<file path="src/rtl/regfile_mp.sv">
// Multi-read-port register file with post-reset clear sequencer and debug tap.
// Optional write-through bypass enabled by defining REGFILE_BYPASS_EN.
module regfile_mp #(
    parameter int unsigned DATA_WIDTH = 32,
    parameter int unsigned ADDR_WIDTH = 5,
    parameter int unsigned NUM_RD     = 2,
    parameter int unsigned TAP_REG    = 10
) (
    input  logic                         clk,
    input  logic                         rst,
    input  logic [NUM_RD*ADDR_WIDTH-1:0] AD,
    output logic [NUM_RD*DATA_WIDTH-1:0] RD,
    input  logic [ADDR_WIDTH-1:0]        AD3,
    input  logic                         WE3,
    input  logic [DATA_WIDTH-1:0]        WD3,
    output logic                         busy,
    output logic                         wr_drop,
    output logic [DATA_WIDTH-1:0]        tap_o
);

    localparam int unsigned DEPTH = 2 ** ADDR_WIDTH;
    localparam logic [ADDR_WIDTH-1:0] LAST_IDX = ADDR_WIDTH'(DEPTH - 1);
    localparam logic [ADDR_WIDTH-1:0] TAP_ADDR = ADDR_WIDTH'(TAP_REG);

    typedef enum logic {
        ST_CLEAR = 1'b0,
        ST_READY = 1'b1
    } state_e;

    state_e                  state_q, state_d;
    logic [ADDR_WIDTH-1:0]   clr_cnt_q, clr_cnt_d;
    logic                    wr_drop_q, wr_drop_d;
    logic [DATA_WIDTH-1:0]   regs_q [DEPTH];

    logic                    usr_wr_c;
    logic                    drop_req_c;
    logic                    wr_en_c;
    logic [ADDR_WIDTH-1:0]   wr_addr_c;
    logic [DATA_WIDTH-1:0]   wr_data_c;

    assign busy    = (state_q == ST_CLEAR);
    assign wr_drop = wr_drop_q;

    // A user write is honoured only in READY outside the reset cycle; writes to x0 are no-ops.
    assign usr_wr_c   = (state_q == ST_READY) && !rst && WE3 && (AD3 != '0);
    assign drop_req_c = WE3 && (AD3 != '0) && (busy || rst);

    always_ff @(posedge clk) begin
        if (rst) begin
            state_q   <= ST_CLEAR;
            clr_cnt_q <= '0;
            wr_drop_q <= drop_req_c;
        end else begin
            state_q   <= state_d;
            clr_cnt_q <= clr_cnt_d;
            wr_drop_q <= wr_drop_d;
        end
    end

    always_comb begin
        state_d   = state_q;
        clr_cnt_d = clr_cnt_q;
        wr_drop_d = wr_drop_q | drop_req_c;
        wr_en_c   = 1'b0;
        wr_addr_c = clr_cnt_q;
        wr_data_c = '0;
        if (!rst) begin
            case (state_q)
                ST_CLEAR: begin
                    wr_en_c = 1'b1;
                    // Counter holds at the last index; leaving the state ends the sweep.
                    if (clr_cnt_q == LAST_IDX) begin
                        state_d = ST_READY;
                    end else begin
                        clr_cnt_d = clr_cnt_q + ADDR_WIDTH'(1);
                    end
                end
                ST_READY: begin
                    if (usr_wr_c) begin
                        wr_en_c   = 1'b1;
                        wr_addr_c = AD3;
                        wr_data_c = WD3;
                    end
                end
                default: state_d = ST_CLEAR;
            endcase
        end
    end

    // Storage array; contents are undefined until the clear sweep completes.
    always_ff @(posedge clk) begin
        if (wr_en_c) begin
            regs_q[wr_addr_c] <= wr_data_c;
        end
    end

    for (genvar i = 0; i < NUM_RD; i++) begin : g_rd
        logic [ADDR_WIDTH-1:0] ra_c;
        logic [DATA_WIDTH-1:0] rd_c;

        assign ra_c = AD[i*ADDR_WIDTH +: ADDR_WIDTH];

        always_comb begin
            rd_c = '0;
            if (!busy && (ra_c != '0)) begin
                rd_c = regs_q[ra_c];
`ifdef REGFILE_BYPASS_EN
                if (usr_wr_c && (ra_c == AD3)) begin
                    rd_c = WD3;
                end
`endif
            end
        end

        assign RD[i*DATA_WIDTH +: DATA_WIDTH] = rd_c;
    end

    if (TAP_REG == 0) begin : g_tap_zero
        assign tap_o = '0;
    end else begin : g_tap
        always_comb begin
            tap_o = '0;
            if (!busy) begin
                tap_o = regs_q[TAP_ADDR];
`ifdef REGFILE_BYPASS_EN
                if (usr_wr_c && (AD3 == TAP_ADDR)) begin
                    tap_o = WD3;
                end
`endif
            end
        end
    end

endmodule
</file>
<file path="config.mk">
export PLATFORM = sky130hd
export DESIGN_NAME = regfile_mp
export DESIGN_NICKNAME = d
export VERILOG_FILES = /design/src/rtl/regfile_mp.sv
export SDC_FILE = /design/constraint.sdc
export NUM_CORES = 1
export LEC_CHECK = 0
export CORE_UTILIZATION = 35
export CTS_CLUSTER_SIZE = 28
export DETAILED_ROUTE_END_ITERATION = 7
export MAX_ROUTING_LAYER = met4
export SYNTH_ARGS = -nofsm -noshare
export SYNTH_HDL_FRONTEND = slang
export SYNTH_SLANG_ARGS = --single-unit
</file>
<file path="constraint.sdc">
create_clock -name clk -period 14.4 [get_ports clk]
set_clock_uncertainty 0.2 [all_clocks]
set_input_delay 2.88 -clock clk [delete_from_list [all_inputs] [get_ports clk]]
set_output_delay 2.88 -clock clk [all_outputs]
set_load 0.005 [all_outputs]
</file>
==> results.toml, run 1 <==
[critical_path]
r2r-start = "state_q"
worstSetupStartpointType = "input port"
arrival_ns = 7.07
cp-end-kind = "output pin"
reg2reg_to = "regs_q[4][22]"
path_class = "input port to output pin"
critPathTopFamily = "buffers and inverters"
critPathMostFrequentCell = "buf_4"
cp_slowest_cell = "o21ba_2"
crit_buf_inv = 4
max_stage_delay_ns = 0.84
cp.required_ns = 11.32
crit_chain = "clkbuf_8, buf_4, buf_4, o21ba_2, and3_1, a21oi_1, nand4_1, clkdlybuf4s50_1"
r2r_slack_ns = 10.42
cp_max_fo = 44
reg2regPathDepth = 6

[layout]
nets = 3094
nFillCells = 12269
layout-area-overhead-vs-synth_pct = 15.0
final_common_cell = "edfxtp_1"
mostFrequentLayoutCells = "edfxtp_1 (1024), mux2i_1 (261), mux4_2 (252), mux2_2 (196), a22oi_1 (161)"
drive_gt1_share_pct = 24.4
fin_area_sq_mm = 0.0559
utilization_pct = 40.6
fin_cells = 4926

[sta]
tightest_slew_ns = 1.24
setup_viol = 0
slew_headroom_pct = 17.3
report.final.slew_viol_count = 0
tns_ns = 0
period_minus_slack_ns = 10.15
rsz0062_at_grt = "no"
final.period_utilization_pct = 70.5
hold_violations = 0
clock.fmax_mhz = 98.5

[power]
ir_worst_vdd_mv = 0.0900
power_mw = 6.53
leakage_nw = 16.2
p_per_area_mw_per_mm2 = 117

[routing]
firstDrtPassIters = 6
drc_errors = 0
antenna_left = 0
avgRoutedWirePerCell_um = 34.5
via_per_inst = 6.24
drt_iter0_drc = 3857
via_count = 30760
routed_wirelength_um = 170000

[cts]
tritoncts = "built"
root_buffer = "clkbuf_16"
cts_setup_buffers = 0
numCtsBuffers = 103
cts_resized = 0
cts.path.max_buffers = 3
cts.sinks = 1031
hold_buffers = 0
path_clk_slew_ns = 0.06
h-tree-depth = 3
clock_latency_ns = 0.67

[yosys]
syn_area_sq_mm = 0.0486
yosysUniqueCellTypes = 47
avgSynthCellArea_sq_um = 16.5
synth_edf_count = 1024
ys_warn_count = 0
synth-seq-cells = 1031
syn-num-nets = 3001
ys_async_sr_fraction_pct = 0
synth_ff_type = "edfxtp_1"
synthCells = 2949
ys_seq_area_share_pct = 63.6

[min_path]
hold_path.startpoint = "wr_drop"
worstHoldPathCells = 2
holdPathEnd = "wr_drop"
worstHoldPathType = "flop to flop"

[job]
max_cap_violations = 0

[grt]
grt-ovfl-total = 0
antenna_found_initial = 11
grt_max_degree = 130
grt_usage_pct = 24.4
grt_pass1_wl_um = 234000
grt_pass1_vias = 30362

[floorplanning]
coreArea_sq_mm = 0.138
rows = 136
io_pins = 148
die_height_um = 375
initial_core_util_pct = 35.3
die_area_sq_mm = 0.140
die_width_um = 375

[placement]
dp_hpwl_um = 91800
port_buffers = 147
globalplace.congestion = 0.824
dp.cells = 4731
place_area_sq_mm = 0.0522

[status]
outcome = "finished clean"
[synthesized netlist by cell type, types with 2 or more instances]
cell type | n | area, sq um
buf_4 | 7 | 52.6
nor4bb_1 | 2 | 20.0
xnor2_1 | 2 | 17.5
o31a_1 | 3 | 26.3
buf_2 | 104 | 521
nor3_1 | 28 | 140
a211oi_1 | 65 | 488
a22o_1 | 32 | 280
nand3_1 | 65 | 325
or2_2 | 2 | 12.5
and4b_1 | 4 | 40.0
nand2b_1 | 4 | 25.0
a22oi_1 | 161 | 1210
or4_1 | 2 | 15.0
a31oi_1 | 36 | 225
edfxtp_1 | 1024 | 30700
and2_1 | 70 | 438
and3_1 | 36 | 225
nor2_1 | 24 | 90.1
mux2_2 | 196 | 2210
inv_1 | 5 | 18.8
nand4_1 | 66 | 413
buf_1 | 13 | 48.8
or3_1 | 62 | 388
mux2i_1 | 261 | 2610
and3b_1 | 5 | 43.8
nand2_1 | 43 | 161
mux4_2 | 252 | 5680
ha_1 | 2 | 25.0
o21ai_0 | 67 | 335
clkbuf_1 | 116 | 435
o21ba_2 | 2 | 20.0
o22ai_1 | 66 | 413
a21oi_1 | 34 | 170
nor2b_1 | 70 | 438
dfxtp_1 | 7 | 140
[worst max-delay path by stage]
stage	end	start	slack [ns]	cells past startpoint
CTS	RD[63]	AD[5]	4.18	8
global route	RD[63]	AD[5]	3.94	8
finish	RD[63]	AD[5]	4.25	8
global placement	RD[63]	AD[5]	4.18	8
floorplan	RD[32]	AD[5]	6.92	6
detailed placement	RD[63]	AD[5]	4.19	8
[layer usage]
metal	wire [um]	global-route usage, %	vias up
met5	0	-	-
met4	7270	9.71	0
met3	14500	4.08	402
met2	80700	38.6	1760
met1	67500	31.3	16196
li1	-	-	12402
[where the power goes]
| part | internal [mW] | total [mW] | switching (mW) | leakage, nW |
|---|---|---|---|---|
| clock network | 1.72 | 2.90 | 1.18 | 1.77 |
| logic | 0.132 | 0.347 | 0.215 | 6.31 |
| registers | 3.27 | 3.28 | 0.00948 | 8.13 |
[final cells by class]
class                   instances  area, sq um  area share (%)
flip-flops and latches       1031        30900            55.3
well taps                    1794         2240            4.02
diodes                          2         5.00         0.00896
clock buffers                 120         2750            4.92
inverters                       5         18.8          0.0336
multi-input cells            1673        16900            30.3
clock inverters                73          876            1.57
repair buffers                228         2150            3.86
[worst reg2reg max path, stage by stage, from the launching register on]
cell,delay [ns]
dfxtp_2,0.31
buf_4,0.44
and3b_1,0.51
o21ai_2,0.21
mux2i_1,0.35
nor3_2,0.82
buf_4,0.73
[flip-flops by register name, summed over array words and instances (netlist names)]
register / flops
regs_q: 1024
state_q: 1
wr_drop: 1
clr_cnt_q: 5
[per-stage QoR]
stage	hold WS, ns	setup slack, ns
finish	0.278	4.25
global route	0.308	3.94
CTS	0.275	4.18
detailed placement	0.266	4.19
global placement	0.258	4.18
floorplan	0.256	6.92
[kinds of logic (layout without fill, tap and decap cells)]
family                     after synthesis  in the layout  synth area share (%)
muxes                                  709            709                  21.6
buffers and inverters                  245            426                  2.22
AOI/OAI and AO/OA                      472            472                  6.68
DFF                                   1031           1031                  63.6
adders and majority gates                2              2                0.0515
xor gates and xnor gates                 3              3                0.0541
other                                    0              2                     0
and+or+nand+nor                        487            487                  5.79
(Power assumes the default switching activity.)
==> run 2, diff against run 1 <==
- clock period: 14.4 -> 8.6 ns (I/O delays scaled with it)
==> run 2 against run 1 <==
Clock power grew 54%. Via count rose by 1.4%. Die area unchanged. Global-route usage about the same. Sequential share of layout area grew 0.14 points. Count of clock-buffer cells in the layout up 3. Power grew 61%. Hold slack better by 0.0086 ns. Wire length shrank 0.25%. First-iteration DRC count is 7.3% higher. Critical endpoint unchanged.
==> results.toml, run 2 (synthesis results as in run 1) <==
[cts]
root_buffer = "clkbuf_16"
path_clk_slew_ns = 0.06
cts.sinks = 1031
hold_buffers = 0
h-tree-depth = 3
clock_latency_ns = 0.67
numCtsBuffers = 104
cts_setup_buffers = 0
cts_resized = 0
tritoncts = "built"
cts.path.max_buffers = 3

[sta]
clock.fmax_mhz = 142
report.final.slew_viol_count = 0
tightest_slew_ns = 1.36
tns_ns = 0
slew_headroom_pct = 9.32
period_minus_slack_ns = 7.02
hold_violations = 0
setup_viol = 0
layout_setup_ws_ns = 1.58
rsz0062_at_grt = "no"
final.period_utilization_pct = 81.7
fin_hold_ws_ns = 0.286

[critical_path]
max_stage_delay_ns = 0.96
cp_slowest_cell = "nand2b_2"
arrival_ns = 5.10
worstSetupStartpointType = "input port"
crit_chain = "buf_8, nand2b_2, buf_4, a211oi_1, or3_1, nand4_1, clkdlybuf4s50_1"
cp_max_fo = 88
cp.required_ns = 6.68
path_class = "input port to output pin"
cp-end-kind = "output pin"
critPathTopFamily = "simple AND/OR/NAND/NOR gates"
crit_buf_inv = 3

[floorplanning]
io_pins = 148
die_width_um = 375
initial_core_util_pct = 35.3
rows = 136
coreArea_sq_mm = 0.138
die_area_sq_mm = 0.140
die_height_um = 375

[layout]
utilization_pct = 40.5
top_regs = "regs_q x1024, clr_cnt_q x5"
mostFrequentLayoutCells = "edfxtp_1 (1024), mux2i_1 (261), mux4_2 (252), mux2_2 (196), a22oi_1 (161)"
nets = 3120
drive_gt1_share_pct = 24.6
fin_cells = 4955
final_common_cell = "edfxtp_1"
fin_area_sq_mm = 0.0557
largest_reg_flops = 1024
regMostFlops = "regs_q"
layout-area-overhead-vs-synth_pct = 14.7

[routing]
drc_errors = 0
firstDrtPassIters = 6
via_per_inst = 6.29
antenna_left = 0
drt_iter0_drc = 4140
via_count = 31179
routed_wirelength_um = 170000
avgRoutedWirePerCell_um = 34.2

[power]
power.share.clock_pct = 42.5
p_sw_mw = 2.33
seq_power_share_pct = 52.1
p_int_mw = 8.22
p_comb_share_pct = 5.4
power_mw = 10.5
swShare_pct = 22.1
leakage_nw = 16.2
p_per_area_mw_per_mm2 = 189
ir_worst_vdd_mv = 0.167

[placement]
dp_hpwl_um = 97500
port_buffers = 147
globalplace.congestion = 0.844
dp.cells = 4756
place_area_sq_mm = 0.0524
place_ws_ns = 1.55

[grt]
grt-ovfl-total = 0
grt_pass1_vias = 30369
grt_usage_pct = 24.4
grt_max_degree = 108
antenna_found_initial = 9
grt_pass1_wl_um = 236000

[job]
max_cap_violations = 0

[min_path]
worstHoldPathType = "flop to flop"

[status]
outcome = "finished clean"
[run 2: final timing paths]
kind,start,endpoint,slack (ns),cells past startpoint
setup / recovery,AD[6],RD[63],1.58,7
hold / removal,wr_drop,wr_drop,0.29,2
setup reg to reg,state_q,regs_q[24][23],4.81,6
hold reg to reg,wr_drop,wr_drop,0.29,2
[run 2: power groups by stage]
stage | Combinational [mW] | Sequential (mW) | Clock, mW
3_5_place_dp | 0.569 | 5.60 | 0
6_report | 0.574 | 5.49 | 4.48
4_1_cts | 0.570 | 5.49 | 4.50
3_3_place_gp | 0.568 | 5.60 | 0
2_1_floorplan | 0.367 | 5.60 | 0
5_1_grt | 0.592 | 5.50 | 4.71
[run 2: layer usage]
metal | up-vias | GRT usage, % | part of all wire, %
li1 | 12472 | - | -
met1 | 16499 | 32.4 | 41
met2 | 1857 | 38.1 | 47
met3 | 351 | 3.92 | 9.0
met4 | 0 | 8.17 | 3.3
met5 | - | - | 0
[run 2: final cells by class]
class                      instances  area, sq um
timing repair buffer             253         2340
sequential                      1031        30900
inverter                           5         18.8
clock inverter                    72          587
fill                           12303        81900
antenna                            4         10.0
tap                             1794         2240
clock buffer                     123         2720
multi-input combinational       1673        16900
[run 2: worst register-to-register path, delay by kind of cell (launching register included)]
kind,cells,cell delay [ns]
flops,1,0.71
simple gates,2,0.52
buf+inv,2,0.82
compound gates,2,1.12
==> run 3, diff against run 2 <==
- clock period: 8.6 -> 5.8 ns (I/O delays scaled with it)
==> run 3 against run 2 <==
Flip-flop and latch count unchanged. Die area did not move. Core utilization increased by 0.85 points. Wire length increased by 1.7%. Cell count rose by 1.2%. Via count rose by 0.88%. Power is 50% higher. Register-to-register slack worse by 2.7 ns. Sequential share of layout area decreased by 1.1 points. First-iteration DRC count rose by 4.8%. Worst setup slack lost 1.1 ns. Critical path type unchanged. Largest power group unchanged. Highest routed layer unchanged.
==> results.toml, run 3 (synthesis results as in run 1) <==
[sta]
hold_violations = 0
fin_hold_ws_ns = 0.282
rsz0062_at_grt = "no"
tns_ns = 0
setup_viol = 0
final.period_utilization_pct = 92.6
period_minus_slack_ns = 5.37
report.final.slew_viol_count = 0
layout_setup_ws_ns = 0.426
tightest_slew_ns = 1.33
slew_headroom_pct = 11.1
clock.fmax_mhz = 186

[layout]
nets = 3177
utilization_pct = 41.3
layout-area-overhead-vs-synth_pct = 17.1
mostFrequentLayoutCells = "edfxtp_1 (1024), mux2i_1 (261), mux4_2 (252), mux2_2 (196), a22oi_1 (161)"
fin_cells = 5012
final_common_cell = "edfxtp_1"
drive_gt1_share_pct = 25.7
top_regs = "regs_q x1024, clr_cnt_q x5"
regMostFlops = "regs_q"
fin_area_sq_mm = 0.0569
largest_reg_flops = 1024

[critical_path]
crit_buf_inv = 3
arrival_ns = 4.01
critPathTopFamily = "buffers and inverters"
cp_slowest_cell = "clkdlybuf4s50_1"
critical_path.startpoint = "AD[1]"
reg2reg_to = "regs_q[16][30]"
reg2regPathDepth = 4
crit_chain = "buf_8, nor2b_4, buf_4, a22oi_1, a31oi_1, nand4_1, clkdlybuf4s50_1"
path_class = "input port to output pin"
cp_max_fo = 60
cp-end-kind = "output pin"
r2r-start = "state_q"
worstSetupStartpointType = "input port"
cp.required_ns = 4.44
max_stage_delay_ns = 0.54
r2r_slack_ns = 2.11

[routing]
drt_iter0_drc = 4340
avgRoutedWirePerCell_um = 34.4
via_per_inst = 6.28
via_count = 31453
routed_wirelength_um = 172000
firstDrtPassIters = 6
antenna_left = 0
drc_errors = 0

[cts]
h-tree-depth = 3
cts.sinks = 1031
cts_resized = 0
path_clk_slew_ns = 0.06
root_buffer = "clkbuf_16"
clock_latency_ns = 0.68
hold_buffers = 0
tritoncts = "built"
cts.path.max_buffers = 3
cts_setup_buffers = 0
numCtsBuffers = 108

[floorplanning]
initial_core_util_pct = 35.3
die_width_um = 375
die_area_sq_mm = 0.140
coreArea_sq_mm = 0.138
die_height_um = 375
rows = 136
io_pins = 148

[placement]
place_area_sq_mm = 0.0535
dp.cells = 4809
dp_hpwl_um = 98100
place_ws_ns = 0.540
port_buffers = 147
globalplace.congestion = 0.842

[grt]
antenna_found_initial = 9
grt_pass1_vias = 30700
grt_pass1_wl_um = 238000
grt_usage_pct = 24.8
grt-ovfl-total = 0
grt_max_degree = 61

[power]
power_mw = 15.8
p_per_area_mw_per_mm2 = 279
leakage_nw = 16.7
ir_worst_vdd_mv = 0.227

[min_path]
holdPathEnd = "wr_drop"
hold_path.startpoint = "wr_drop"
worstHoldPathCells = 2
worstHoldPathType = "flop to flop"

[job]
max_cap_violations = 0

[status]
outcome = "finished clean"
## run 3: routing by layer
layer	vias up	global-route usage [%]	part of all wire (%)
met5	-	-	0
li1	12580	-	-
met3	333	3.94	9.7
met4	0	7.71	3.1
met2	1989	38.8	47
met1	16551	33.1	40
## run 3: layout make-up
cell class | count | area [sq um]
clock inverters | 64 | 527
flip-flops and latches | 1031 | 30900
repair buffers | 306 | 3400
multi-input cells | 1673 | 16900
fillers | 12143 | 80800
clock buffers | 134 | 2890
diodes | 5 | 12.5
well taps | 1794 | 2240
inverters | 5 | 18.8
## run 3: how the worst max path moves through the flow
stage	endpoint	slack (ns)	cells after the start
after floorplan	regs_q[12][0]	0.50	5
after global placement	RD[9]	0.52	7
after detailed placement	RD[9]	0.54	7
after CTS	RD[9]	0.53	7
after global routing	RD[9]	0.44	7
final	RD[9]	0.43	7
## run 3: tightest hold or removal path, delay by kind of cell, from the launching register on
kind,cells,cell delay (ns)
flops,1,0.31
buf+inv,1,0.06
compound gates,1,0.06
## run 3: power breakdown
group          total [mW]  switching (mW)  internal [mW]  leakage, nW
Sequential           8.15          0.0234           8.13         8.13
Clock                6.79            2.93           3.86         1.68
Combinational       0.910           0.540          0.370         6.86
Total                15.8            3.49           12.4         16.7
